### src/rtl/serial_ripple_adder.sv
// Bit-serial adder: {cout,sum} = a+b+cin, one bit per cycle, LSB first, start/done handshake.
// Latency WIDTH cycles from accepted start to done; start ignored while busy. Optional ovf via SERIAL_ADDER_OVF_EN.
module serial_ripple_adder #(
   parameter int WIDTH = 4
) (
   input  logic             clk,
   input  logic             rst,
   input  logic             start,
   input  logic [WIDTH-1:0] a,
   input  logic [WIDTH-1:0] b,
   input  logic             cin,
   output logic             busy,
   output logic             done,
   output logic [WIDTH-1:0] sum,
   output logic             cout
`ifdef SERIAL_ADDER_OVF_EN
   ,
   output logic             ovf
`endif
);

   localparam int CW = $clog2(WIDTH);

   typedef enum logic {IDLE, RUN} state_t;

   state_t           state;
   logic [WIDTH-1:0] a_sr;
   logic [WIDTH-1:0] b_sr;
   logic [WIDTH-1:0] res_sr;
   logic             carry;
   logic [CW-1:0]    cnt;
   logic             s_bit;
   logic             c_next;
   logic             last_bit;

   always_comb begin
      s_bit    = a_sr[0] ^ b_sr[0] ^ carry;
      c_next   = (a_sr[0] & b_sr[0]) | (a_sr[0] & carry) | (b_sr[0] & carry);
      last_bit = (cnt == CW'(WIDTH - 1));
   end

   always_ff @(posedge clk) begin
      if (rst) begin
         state  <= IDLE;
         busy   <= 1'b0;
         done   <= 1'b0;
         sum    <= '0;
         cout   <= 1'b0;
         a_sr   <= '0;
         b_sr   <= '0;
         res_sr <= '0;
         carry  <= 1'b0;
         cnt    <= '0;
`ifdef SERIAL_ADDER_OVF_EN
         ovf    <= 1'b0;
`endif
      end else begin
         done <= 1'b0;
         case (state)
            IDLE: begin
               if (start) begin
                  a_sr  <= a;
                  b_sr  <= b;
                  carry <= cin;
                  cnt   <= '0;
                  busy  <= 1'b1;
                  state <= RUN;
               end
            end
            RUN: begin
               // Sum bits enter at the MSB so the first bit lands in bit 0 after WIDTH shifts.
               res_sr <= {s_bit, res_sr[WIDTH-1:1]};
               a_sr   <= a_sr >> 1;
               b_sr   <= b_sr >> 1;
               carry  <= c_next;
               cnt    <= cnt + CW'(1);
               if (last_bit) begin
                  sum   <= {s_bit, res_sr[WIDTH-1:1]};
                  cout  <= c_next;
                  done  <= 1'b1;
                  busy  <= 1'b0;
                  state <= IDLE;
`ifdef SERIAL_ADDER_OVF_EN
                  // carry still holds the carry into the MSB on this edge
                  ovf   <= carry ^ c_next;
`endif
               end
            end
            default: state <= IDLE;
         endcase
      end
   end

endmodule

### config.mk
export PLATFORM = sky130hd
export DESIGN_NAME = serial_ripple_adder
export DESIGN_NICKNAME = d
export VERILOG_FILES = /design/src/rtl/serial_ripple_adder.sv
export SDC_FILE = /design/constraint.sdc
export NUM_CORES = 1
export LEC_CHECK = 0
export ABC_AREA = 0
export CAP_MARGIN = 25
export CORE_MARGIN = 1
export CORE_UTILIZATION = 36
export CTS_CLUSTER_DIAMETER = 50
export DETAILED_ROUTE_END_ITERATION = 6
export PLACE_DENSITY_LB_ADDON = 0.05
export SYNTH_ARGS = -nofsm -noshare
export SYNTH_HDL_FRONTEND = slang
export SYNTH_SLANG_ARGS = --single-unit
### constraint.sdc
create_clock -name clk -period 1.1 [get_ports clk]
set_clock_uncertainty 0.1 [all_clocks]
set_input_delay 0.22 -clock clk [delete_from_list [all_inputs] [get_ports clk]]
set_output_delay 0.22 -clock clk [all_outputs]
set_load 0.01 [all_outputs]
# After elaboration in Yosys (flattened, before gate mapping)
# Cells that the tools add are included.
# totals
romBits	0
word_cells	40
ramBits	0
register_bits	23
inputBits	12
output_inout_bits	7
mem_count	0
latch_bits	0
# classes
bitwise	8
n_mux	15
n_div	0
magnitude_cmp	0
eq_ne	3
reduce_logical	3
add_sub_neg	1
shift	0
n_mul	0
# ops
cell	n
$pmux 4 s2	2
$mux 4	2
$mux 1	6
$pmux 1 s2	3
$pmux 2 s2	1
$reduce_and 2->1	2
$and 1x1->1	3
$add 2x1->2 const B	1
$eq 2x2->1 const B	1
$mux 2	1
$ne 2x1->1 const B	1
$ne 2x2->1 const B	1
$or 1x1->1	2
$reduce_or 2->1	1
$xor 1x1->1	2
$not 1->1	1

# Logic depth before layout (Yosys ltp)
# Gate-level depths: netlist (run 1).
# logic_depth
word_depth	4
depth_mapped	4

# Least setup slack after synthesis (run 1)
# No wires, ideal clock.
# synth_path
kind	reg-to-reg
startpoint	register a_sr[0]
endpoint	register res_sr[3]
stages_incl_launch_ff	4
setup_time_ps	128
path_buffers	0
arrival_time_ps	958
setup_slack_ps	-86
required_ps	872
period_less_slack_ps	1186
cell_sequence	dfxtp_1 fa_1 mux2i_1 nor2_1
# synth_between
elab_chain_len	2
# synth_lines
item	line	source
from (decl)	27	logic [WIDTH-1:0] a_sr;
from (signal assigned)	73	a_sr <= a_sr >> 1;
$xor 1x1->1 (2 in series)	37	s_bit = a_sr[0] ^ b_sr[0] ^ carry;
via s_bit	32	logic s_bit;
to (signal assigned)	72	res_sr <= {s_bit, res_sr[WIDTH-1:1]};
to (decl)	29	logic [WIDTH-1:0] res_sr;
# The timed path passes the listed nets, and every way through them passes these cells.
# A chain may end at the register's enable or synchronous reset.

# Worst setup path after layout (run 1)
# layout_path
startpoint	register a_sr[0]
endpoint	register sum[3]
# layout_between
elab_chain_len	2
# layout_lines
item	line	source
$xor 1x1->1 (2 in series)	37	
via s_bit	32	
to (signal assigned)	78	sum <= {s_bit, res_sr[WIDTH-1:1]};
to (decl)	14	output logic [WIDTH-1:0] sum,
# The timed path passes the listed nets, and every way through them passes these cells.

==> impl_metrics.py, run 1 <==
metrics = {
    "floorplan": {
        "core-area_um2": 2455,
        "rows": 18,
        "die_h_um": 52.85,
        "die_w_um": 52.85,
        "start_util_pct": 37.92,
        "io-pin-count": 19,
        "die_area_um2": 2793,
    },
    "placement": {
        "dpl.cell_count": 140,
        "gp_congestion": 0.6532,
        "dpl.hpwl_um": 1187,
        "io_buffer_count": 18,
    },
    "synth": {
        "synth_edf_count": 0,
        "synth_cell_type_count": 21,
        "synth_seq_cells": 22,
        "avgSynthCellArea_um2": 10.23,
        "synth_top_area_cell": "dfxtp_1",
        "async_flop_share_pct": 0,
        "synth_cells": 91,
        "synth_flop_cell": "dfxtp_1",
        "synth_top_area_share_pct": 47.31,
        "syn-num-nets": 105,
        "yosysMostFrequentCell": "dfxtp_1",
        "netlist_area_um2": 930.9,
        "yosysWarnings": 0,
        "synth_area_leaders": "dfxtp_1 47%, mux2i_1 13%, a211oi_1 6.5%, a21bo_2 5.4%, nor2b_1 4.7%",
        "synthTopCellsByCount": "22 x dfxtp_1, 12 x mux2i_1, 8 x a211oi_1, 8 x a21oi_1, 7 x nor2b_1",
        "yosysSeqAreaShare_pct": 47.31,
    },
    "worst_setup_path": {
        "end_kind": "register",
        "cp-start-kind": "register",
        "critPathMaxFanout": 2,
        "arrival_ns": 1.40,
        "critical_path_required_ns": 1.25,
        "path_class": "register to register",
    },
    "timing": {
        "fin_crit_sh_pct": 113.5,
        "maxSlewHeadroom_pct": 81.87,
        "rsz0062_at_grt": "yes",
        "holdWs_ns": 0.3617,
        "finalHoldViolCount": 0,
        "tightest_slew_ns": 0.2717,
        "final-setup-viol-count": 3,
        "layout_min_cycle_time_ns": 1.249,
        "drv_slew": 0,
        "worst_slack_ns": -0.1486,
        "fmax_mhz": 800.9,
    },
    "clock_tree": {
        "hold_buffers": 0,
        "cts_made_buffers": 3,
        "path_clk_slew_ns": 0.12,
        "cts_root_buf": "clkbuf_4",
        "insertion_delay_ns": 0.31,
        "clockBufferDepth": 2,
        "h-tree-depth": 1,
        "cts_tree": "built",
        "clkSinkCount": 22,
    },
    "layout": {
        "fin_nets": 132,
        "fin_cells": 146,
        "drive_gt1_share_pct": 39.66,
        "areaGrowthSynthToFinish_pct": 38.84,
        "insertedDiodeCount": 0,
    },
    "grt": {
        "grt_pass1_wl_um": 2960,
        "grt_overflow_total": 0,
        "grt.total_usage_pct": 15.09,
        "antenna_found_initial": 0,
        "grt_pass1_vias": 615,
        "grt_max_degree": 23,
    },
    "detailed_routing": {
        "num_vias": 720,
        "dr.first_iter.drc_count": 7,
        "routedWlPerCell_um": 13.27,
        "viasPerCell": 4.932,
        "drcViolationCount": 0,
        "drtPass1Iterations": 3,
        "wirelength_um": 1937,
        "drtAntennaViolNets": 0,
    },
    "flow_run": {
        "maxCapViolCount": 0,
    },
    "status": {
        "violations": "negative setup slack",
        "status": "complete, but fails checks",
    },
    "min_path": {
        "hold_path.class": "input port to register",
    },
    "pwr": {
        "ir_drop_mv": 0.7858,
        "p_leak_nw": 0.5189,
        "p_per_area_nw_per_um2": 1156,
    },
}
==> layout by cell type, fill, tap and decap left out <==
master,instances
a21oi_2,2
or3b_4,1
nand2_1,2
clkdlybuf4s50_1,10
nor2_1,5
inv_1,1
a21bo_2,5
nand3_1,4
nand2b_1,2
ha_4,1
buf_4,6
clkbuf_4,3
buf_6,9
buf_12,1
dfxtp_1,10
a21oi_1,6
nor3_1,2
dfxtp_2,11
dfxtp_4,1
nand3_2,1
a211oi_2,2
dlygate4sd2_1,1
mux2i_1,12
or3b_1,1
fa_2,1
a211oi_1,6
nor2b_1,7
buf_2,2
o21bai_1,1
==> power by group <==
part           switching [mW]  internal [mW]  leakage [nW]
logic                   0.108          0.145         0.320
clock network           0.240          0.128        0.0138
registers              0.0320          0.842         0.185
==> worst paths after layout <==
check                           slack (ns)       from  cells after the start  endpoint
worst max-delay path                 -0.15    a_sr[0]                      3    sum[3]
worst min-delay path                  0.36      start                      3    cnt[1]
worst max register to register       -0.15    a_sr[0]                      3    sum[3]
worst min register to register        0.38  res_sr[3]                      2    sum[2]
==> cells by family after synthesis <==
kind of cell / count (synthesis) / synth area share [%]
buf+inv: 8 / 4.838
simple gates: 25 / 14.52
compound gates: 22 / 16.94
fa+ha+maj: 2 / 3.494
mux: 12 / 12.90
flops: 22 / 47.31
==> worst max-delay path: stages, from the launching register on <==
cell     delay (ns)
dfxtp_2        0.35
fa_2           0.57
nand3_1        0.07
a21oi_1        0.11
==> layer usage <==
layer	GRT usage (%)	vias up	routed length (µm)
li1	-	372	-
met1	20.67	333	962
met2	21.52	13	872
met3	6.322	2	86
met4	3.947	0	15
met5	0	-	0
==> registers in the layout, summed over array words and instances (netlist names) <==
name / cells
a_sr: 4
b_sr: 4
busy: 1
carry: 1
cnt: 2
cout: 1
done: 1
res_sr: 3
state: 1
sum: 4
==> cell type report <==
cell class,count,area (µm²)
fillers,236,1162
multi-input cells,61,485.5
flip-flops and latches,22,457.9
repair buffers,29,285.3
well taps,30,37.54
clock buffers,3,22.52
inverters,1,3.754
==> what timing repair did <==
action,in CTS,in global routing
buffers inserted,1,1
cloned,1,0
pin swaps,2,2
resized for setup,46,14
setup endpoints to repair,26,18
==> through the flow <==
| stage | cell area (µm²) | setup slack [ns] | util (%) | TNS, ns | power (mW) |
|---|---|---|---|---|---|
| floorplan | 940.9 | -0.08453 | - | -0.1770 | 1.011 |
| detailed placement | 1184 | -0.4181 | 48.22 | -5.461 | 1.115 |
| global route | 1292 | -0.1825 | 52.65 | -0.5974 | 1.588 |
| finish | 1292 | -0.1486 | 52.65 | -0.2965 | 1.495 |
| global placement | 1184 | -0.3693 | 48.22 | -5.002 | 1.111 |
| CTS | 1251 | -0.1499 | 50.97 | -0.5333 | 1.507 |
No activity file was read; power rests on OpenSTA's default activity.
==> run 2, diff against run 1 <==
==> constraint.sdc (replaced) <==
create_clock -name clk -period 1.15 [get_ports clk]
set_clock_uncertainty 0.1 [all_clocks]
set_input_delay 0.23 -clock clk [delete_from_list [all_inputs] [get_ports clk]]
set_output_delay 0.23 -clock clk [all_outputs]
set_load 0.01 [all_outputs]
==> impl_metrics.py, run 2 (synthesized netlist as in run 1, its figures left out) <==
metrics = {
    "status": {
        "status": "complete, but fails checks",
        "violations": "negative setup slack",
    },
    "layout": {
        "regArea_um2": 455.4,
        "insertedDiodeCount": 0,
        "final_cell_mix": "12 x mux2i_1, 12 x dfxtp_1, 10 x clkdlybuf4s50_1, 9 x dfxtp_2, 8 x a211oi_1",
        "fin_nets": 129,
        "top_regs": "a_sr (4), b_sr (4), sum (4)",
        "drive_gt1_share_pct": 32.74,
        "areaGrowthSynthToFinish_pct": 31.59,
        "final_core_util_pct": 49.90,
        "multi_input_area_um2": 466.7,
        "n_fill_cell": 239,
    },
    "worst_setup_path": {
        "rrSetupSlack_ns": -0.10,
        "cp-start-kind": "register",
        "path_class": "register to register",
        "critical_path_required_ns": 1.30,
        "arrival_ns": 1.40,
        "r2r-start": "carry",
        "critPathMaxFanout": 2,
        "ff2ff_path_depth": 3,
        "worst_r2r_endpoint": "sum[3]",
        "end_kind": "register",
        "setup.worst_path.end": "sum[3]",
        "crit_start": "carry",
    },
    "grt": {
        "grt_pass1_wl_um": 3022,
        "grt_max_degree": 23,
        "antenna_found_initial": 0,
        "grt_overflow_total": 0,
        "grt.total_usage_pct": 15.38,
        "grt_pass1_vias": 685,
    },
    "flow_run": {
        "maxCapViolCount": 0,
    },
    "floorplan": {
        "die_w_um": 52.85,
        "die_area_um2": 2793,
        "die_h_um": 52.85,
        "io-pin-count": 19,
        "rows": 18,
        "start_util_pct": 37.92,
        "core-area_um2": 2455,
    },
    "clock_tree": {
        "path_clk_slew_ns": 0.12,
        "cts_root_buf": "clkbuf_4",
        "clkSinkCount": 22,
        "cts_made_buffers": 3,
        "insertion_delay_ns": 0.30,
        "hold_buffers": 0,
        "clockBufferDepth": 2,
        "h-tree-depth": 1,
        "cts_tree": "built",
    },
    "detailed_routing": {
        "num_vias": 713,
        "dr.first_iter.drc_count": 11,
        "routedWlPerCell_um": 12.83,
        "drtPass1Iterations": 4,
        "viasPerCell": 4.986,
        "drtAntennaViolNets": 0,
        "wirelength_um": 1835,
        "drcViolationCount": 0,
    },
    "timing": {
        "holdWs_ns": 0.3392,
        "tightest_slew_ns": 0.2369,
        "rsz0062_at_grt": "yes",
        "drv_slew": 0,
        "final-setup-viol-count": 3,
        "maxSlewHeadroom_pct": 84.19,
        "fmax_mhz": 798.0,
        "layout_min_cycle_time_ns": 1.253,
        "timing.setup.tns_ns": -0.2138,
        "fin_crit_sh_pct": 109.0,
        "finalHoldViolCount": 0,
        "worst_slack_ns": -0.1031,
    },
    "pwr": {
        "p_leak_nw": 0.4978,
        "p_per_area_nw_per_um2": 1143,
        "totalPowerFinal_mw": 1.400,
        "ir_drop_mv": 0.7523,
    },
    "min_path": {
        "whs_path_depth": 3,
        "hold_path.class": "input port to register",
    },
    "placement": {
        "dpl.hpwl_um": 1233,
        "io_buffer_count": 18,
        "gp_congestion": 0.6867,
        "dp_slack_ns": -0.3422,
    },
}
## run 2: cell types whose count changed in the layout (fill, tap and decap cells not counted), sizes merged
cell / previous run / this run
buf: 18 / 14
clkdlybuf4s15: 0 / 1
## run 2: worst min-delay path by stage
stage / from / end / slack (ns)
global route: start / cnt[0] / 0.34
global placement: res_sr[1] / sum[0] / 0.36
detailed placement: res_sr[1] / sum[0] / 0.38
floorplan: rst / carry / 0.20
finish: start / cnt[0] / 0.34
CTS: start / cnt[0] / 0.32
## run 2: worst max-delay path, stage by stage (launching register included)
cell     delay [ns]
dfxtp_2        0.35
fa_2           0.57
nand3_1        0.07
a21oi_1        0.11
## run 2: metal layers
layer / global-route usage, % / up-vias / part of all wire, %
met4: 3.947 / 0 / 0.65
met2: 24.47 / 15 / 48
met3: 5.747 / 2 / 5.0
met5: 0 / - / 0
met1: 19.43 / 331 / 46
li1: - / 365 / -
## run 2: area by class of cell
| cell class | instances | share of cell area, % |
|---|---|---|
| Clock buffer | 3 | 1.839 |
| Sequential cell | 22 | 37.18 |
| Multi-Input combinational cell | 61 | 38.10 |
| Timing Repair Buffer | 26 | 19.51 |
| Inverter | 1 | 0.3064 |
| Tap cell | 30 | 3.064 |
## run 2: power by group
group	internal, mW	switching, mW	leakage, nW	total [mW]
Sequential	0.805	0.0303	0.184	0.835
Combinational	0.132	0.0949	0.300	0.226
Clock	0.122	0.216	0.0138	0.338
Total	1.06	0.342	0.498	1.40
## run 2: per-stage QoR
| stage | std cells | area (µm²) |
|---|---|---|
| floorplan | 91 | 937.1 |
| global placement | 139 | 1189 |
| detailed placement | 139 | 1189 |
| CTS | 143 | 1197 |
| global route | 143 | 1225 |
| finish | 143 | 1225 |
## run 2: timing repair
item | 4_1_cts | 5_1_grt
setup endpoints to repair | 15 | 12
pin swaps | 1 | 4
gates resized for setup | 35 | 8
buffers inserted | 1 | 0
==> run 3, diff against run 2 <==
--- a/config.mk
+++ b/config.mk
@@ -12,6 +12,8 @@
 export CTS_CLUSTER_DIAMETER = 50
 export DETAILED_ROUTE_END_ITERATION = 6
 export PLACE_DENSITY_LB_ADDON = 0.05
+export SETUP_SLACK_MARGIN = 0.15
+export SKIP_CTS_REPAIR_TIMING = 1
 export SYNTH_ARGS = -nofsm -noshare
 export SYNTH_HDL_FRONTEND = slang
 export SYNTH_SLANG_ARGS = --single-unit
==> impl_metrics.py, run 3 (synthesized netlist as in run 1, its figures left out) <==
metrics = {
    "timing": {
        "rsz0062_at_grt": "yes",
        "final-setup-viol-count": 2,
        "finalHoldViolCount": 0,
        "layout_min_cycle_time_ns": 1.287,
        "fin_crit_sh_pct": 111.9,
        "drv_slew": 0,
        "tightest_slew_ns": 0.2248,
        "fmax_mhz": 777.1,
        "maxSlewHeadroom_pct": 84.99,
        "worst_slack_ns": -0.1368,
        "holdWs_ns": 0.2542,
    },
    "detailed_routing": {
        "drtAntennaViolNets": 0,
        "routedWlPerCell_um": 13.49,
        "num_vias": 770,
        "viasPerCell": 4.968,
        "drtPass1Iterations": 2,
        "dr.first_iter.drc_count": 2,
        "wirelength_um": 2091,
        "drcViolationCount": 0,
    },
    "placement": {
        "dpl.hpwl_um": 1229,
        "io_buffer_count": 18,
        "gp_congestion": 0.6749,
        "dpl.cell_count": 143,
        "postPlaceCellArea_um2": 1221,
    },
    "status": {
        "violations": "negative setup slack",
        "status": "complete, but fails checks",
    },
    "floorplan": {
        "die_w_um": 52.85,
        "rows": 18,
        "core-area_um2": 2455,
        "start_util_pct": 37.92,
        "die_area_um2": 2793,
        "die_h_um": 52.85,
        "io-pin-count": 19,
    },
    "worst_setup_path": {
        "path_class": "register to register",
        "rrSetupSlack_ns": -0.14,
        "crit_start": "a_sr[0]",
        "critPathMaxFanout": 2,
        "r2r-start": "a_sr[0]",
        "setup.worst_path.end": "sum[3]",
        "cp-start-kind": "register",
        "ff2ff_path_depth": 3,
        "critical_path_required_ns": 1.30,
        "arrival_ns": 1.43,
        "end_kind": "register",
        "worst_r2r_endpoint": "sum[3]",
    },
    "grt": {
        "grt_pass1_wl_um": 2780,
        "top_usage_layer": "met2",
        "grt_pass1_vias": 609,
        "met2_usage_pct": 20.25,
        "grt_overflow_total": 0,
        "use_met3_pct": 6.034,
        "antenna_found_initial": 0,
        "met1_usage_pct": 19.22,
        "grt.total_usage_pct": 13.98,
        "grt_max_degree": 14,
    },
    "layout": {
        "insertedDiodeCount": 0,
        "drive_gt1_share_pct": 56.00,
        "fin_cells": 155,
        "areaGrowthSynthToFinish_pct": 62.77,
        "fin_nets": 140,
        "final_cell_mix": "15 x buf_6, 12 x mux2i_1, 11 x dfxtp_2, 10 x dfxtp_1, 10 x clkdlybuf4s50_1",
        "final_common_cell": "buf_6",
        "top_regs": "a_sr (4), b_sr (4), sum (4)",
        "design_area_um2": 1515,
    },
    "clock_tree": {
        "path_clk_slew_ns": 0.12,
        "cts_made_buffers": 3,
        "insertion_delay_ns": 0.31,
        "clockBufferDepth": 2,
        "clkSinkCount": 22,
        "cts_tree": "built",
        "cts_root_buf": "clkbuf_4",
        "h-tree-depth": 1,
    },
    "min_path": {
        "hold_path.class": "input port to register",
        "whs_path_depth": 3,
    },
    "pwr": {
        "ir_drop_mv": 1.035,
        "p_per_area_nw_per_um2": 1058,
        "p_leak_nw": 0.6105,
    },
    "flow_run": {
        "maxCapViolCount": 0,
    },
}
==> run 3: changes by cell type in the layout (fill, tap and decap cells not counted), sizes merged <==
cell           change
dlymetal6s2s       +1
clkbuf             +2
clkdlybuf4s15      -1
dlygate4sd2        -1
buf               +11
clkinv             +1
inv                -1
==> run 3: area by class of cell <==
class,count,area [µm²]
inverters,1,16.27
clock buffers,4,36.28
multi-input cells,61,568.0
well taps,30,37.54
flip-flops and latches,22,457.9
fillers,206,939.7
repair buffers,37,399.1
==> run 3: worst min path at each step <==
stage / slack, ns / endpoint / startpoint
floorplan: 0.20 / carry / rst
global placement: 0.38 / sum[0] / res_sr[1]
detailed placement: 0.38 / sum[0] / res_sr[1]
CTS: 0.40 / sum[0] / res_sr[1]
global route: 0.25 / cnt[1] / start
finish: 0.25 / cnt[1] / start
==> run 3: power by group <==
group / internal, mW / switching, mW
Combinational: 0.197 / 0.127
Clock: 0.193 / 0.240
Sequential: 0.805 / 0.0403
==> run 3: metal layers <==
layer	wire, µm	share of wire (%)
met1	1007	48
met2	988	47
met3	79	3.8
met4	15	0.72
met5	0	0
==> run 3: worst max-delay path, cell delays in order (launching register included) <==
cell and delay (ns):
dfxtp_2 0.35, fa_2 0.58, nand3_1 0.07, a21oi_1 0.13
==> run 3: metrics by stage <==
step / setup WS (ns) / setup TNS [ns] / power [mW] / util [%]
after global placement: -0.2951 / -3.769 / 1.074 / 49.75
after floorplan: -0.03453 / -0.06212 / 0.9709 / -
after CTS: -0.3955 / -3.120 / 1.513 / 51.22
after detailed placement: -0.3209 / -4.105 / 1.078 / 49.75
after global routing: -0.1557 / -0.3265 / 1.682 / 61.72
final: -0.1368 / -0.2163 / 1.603 / 61.72
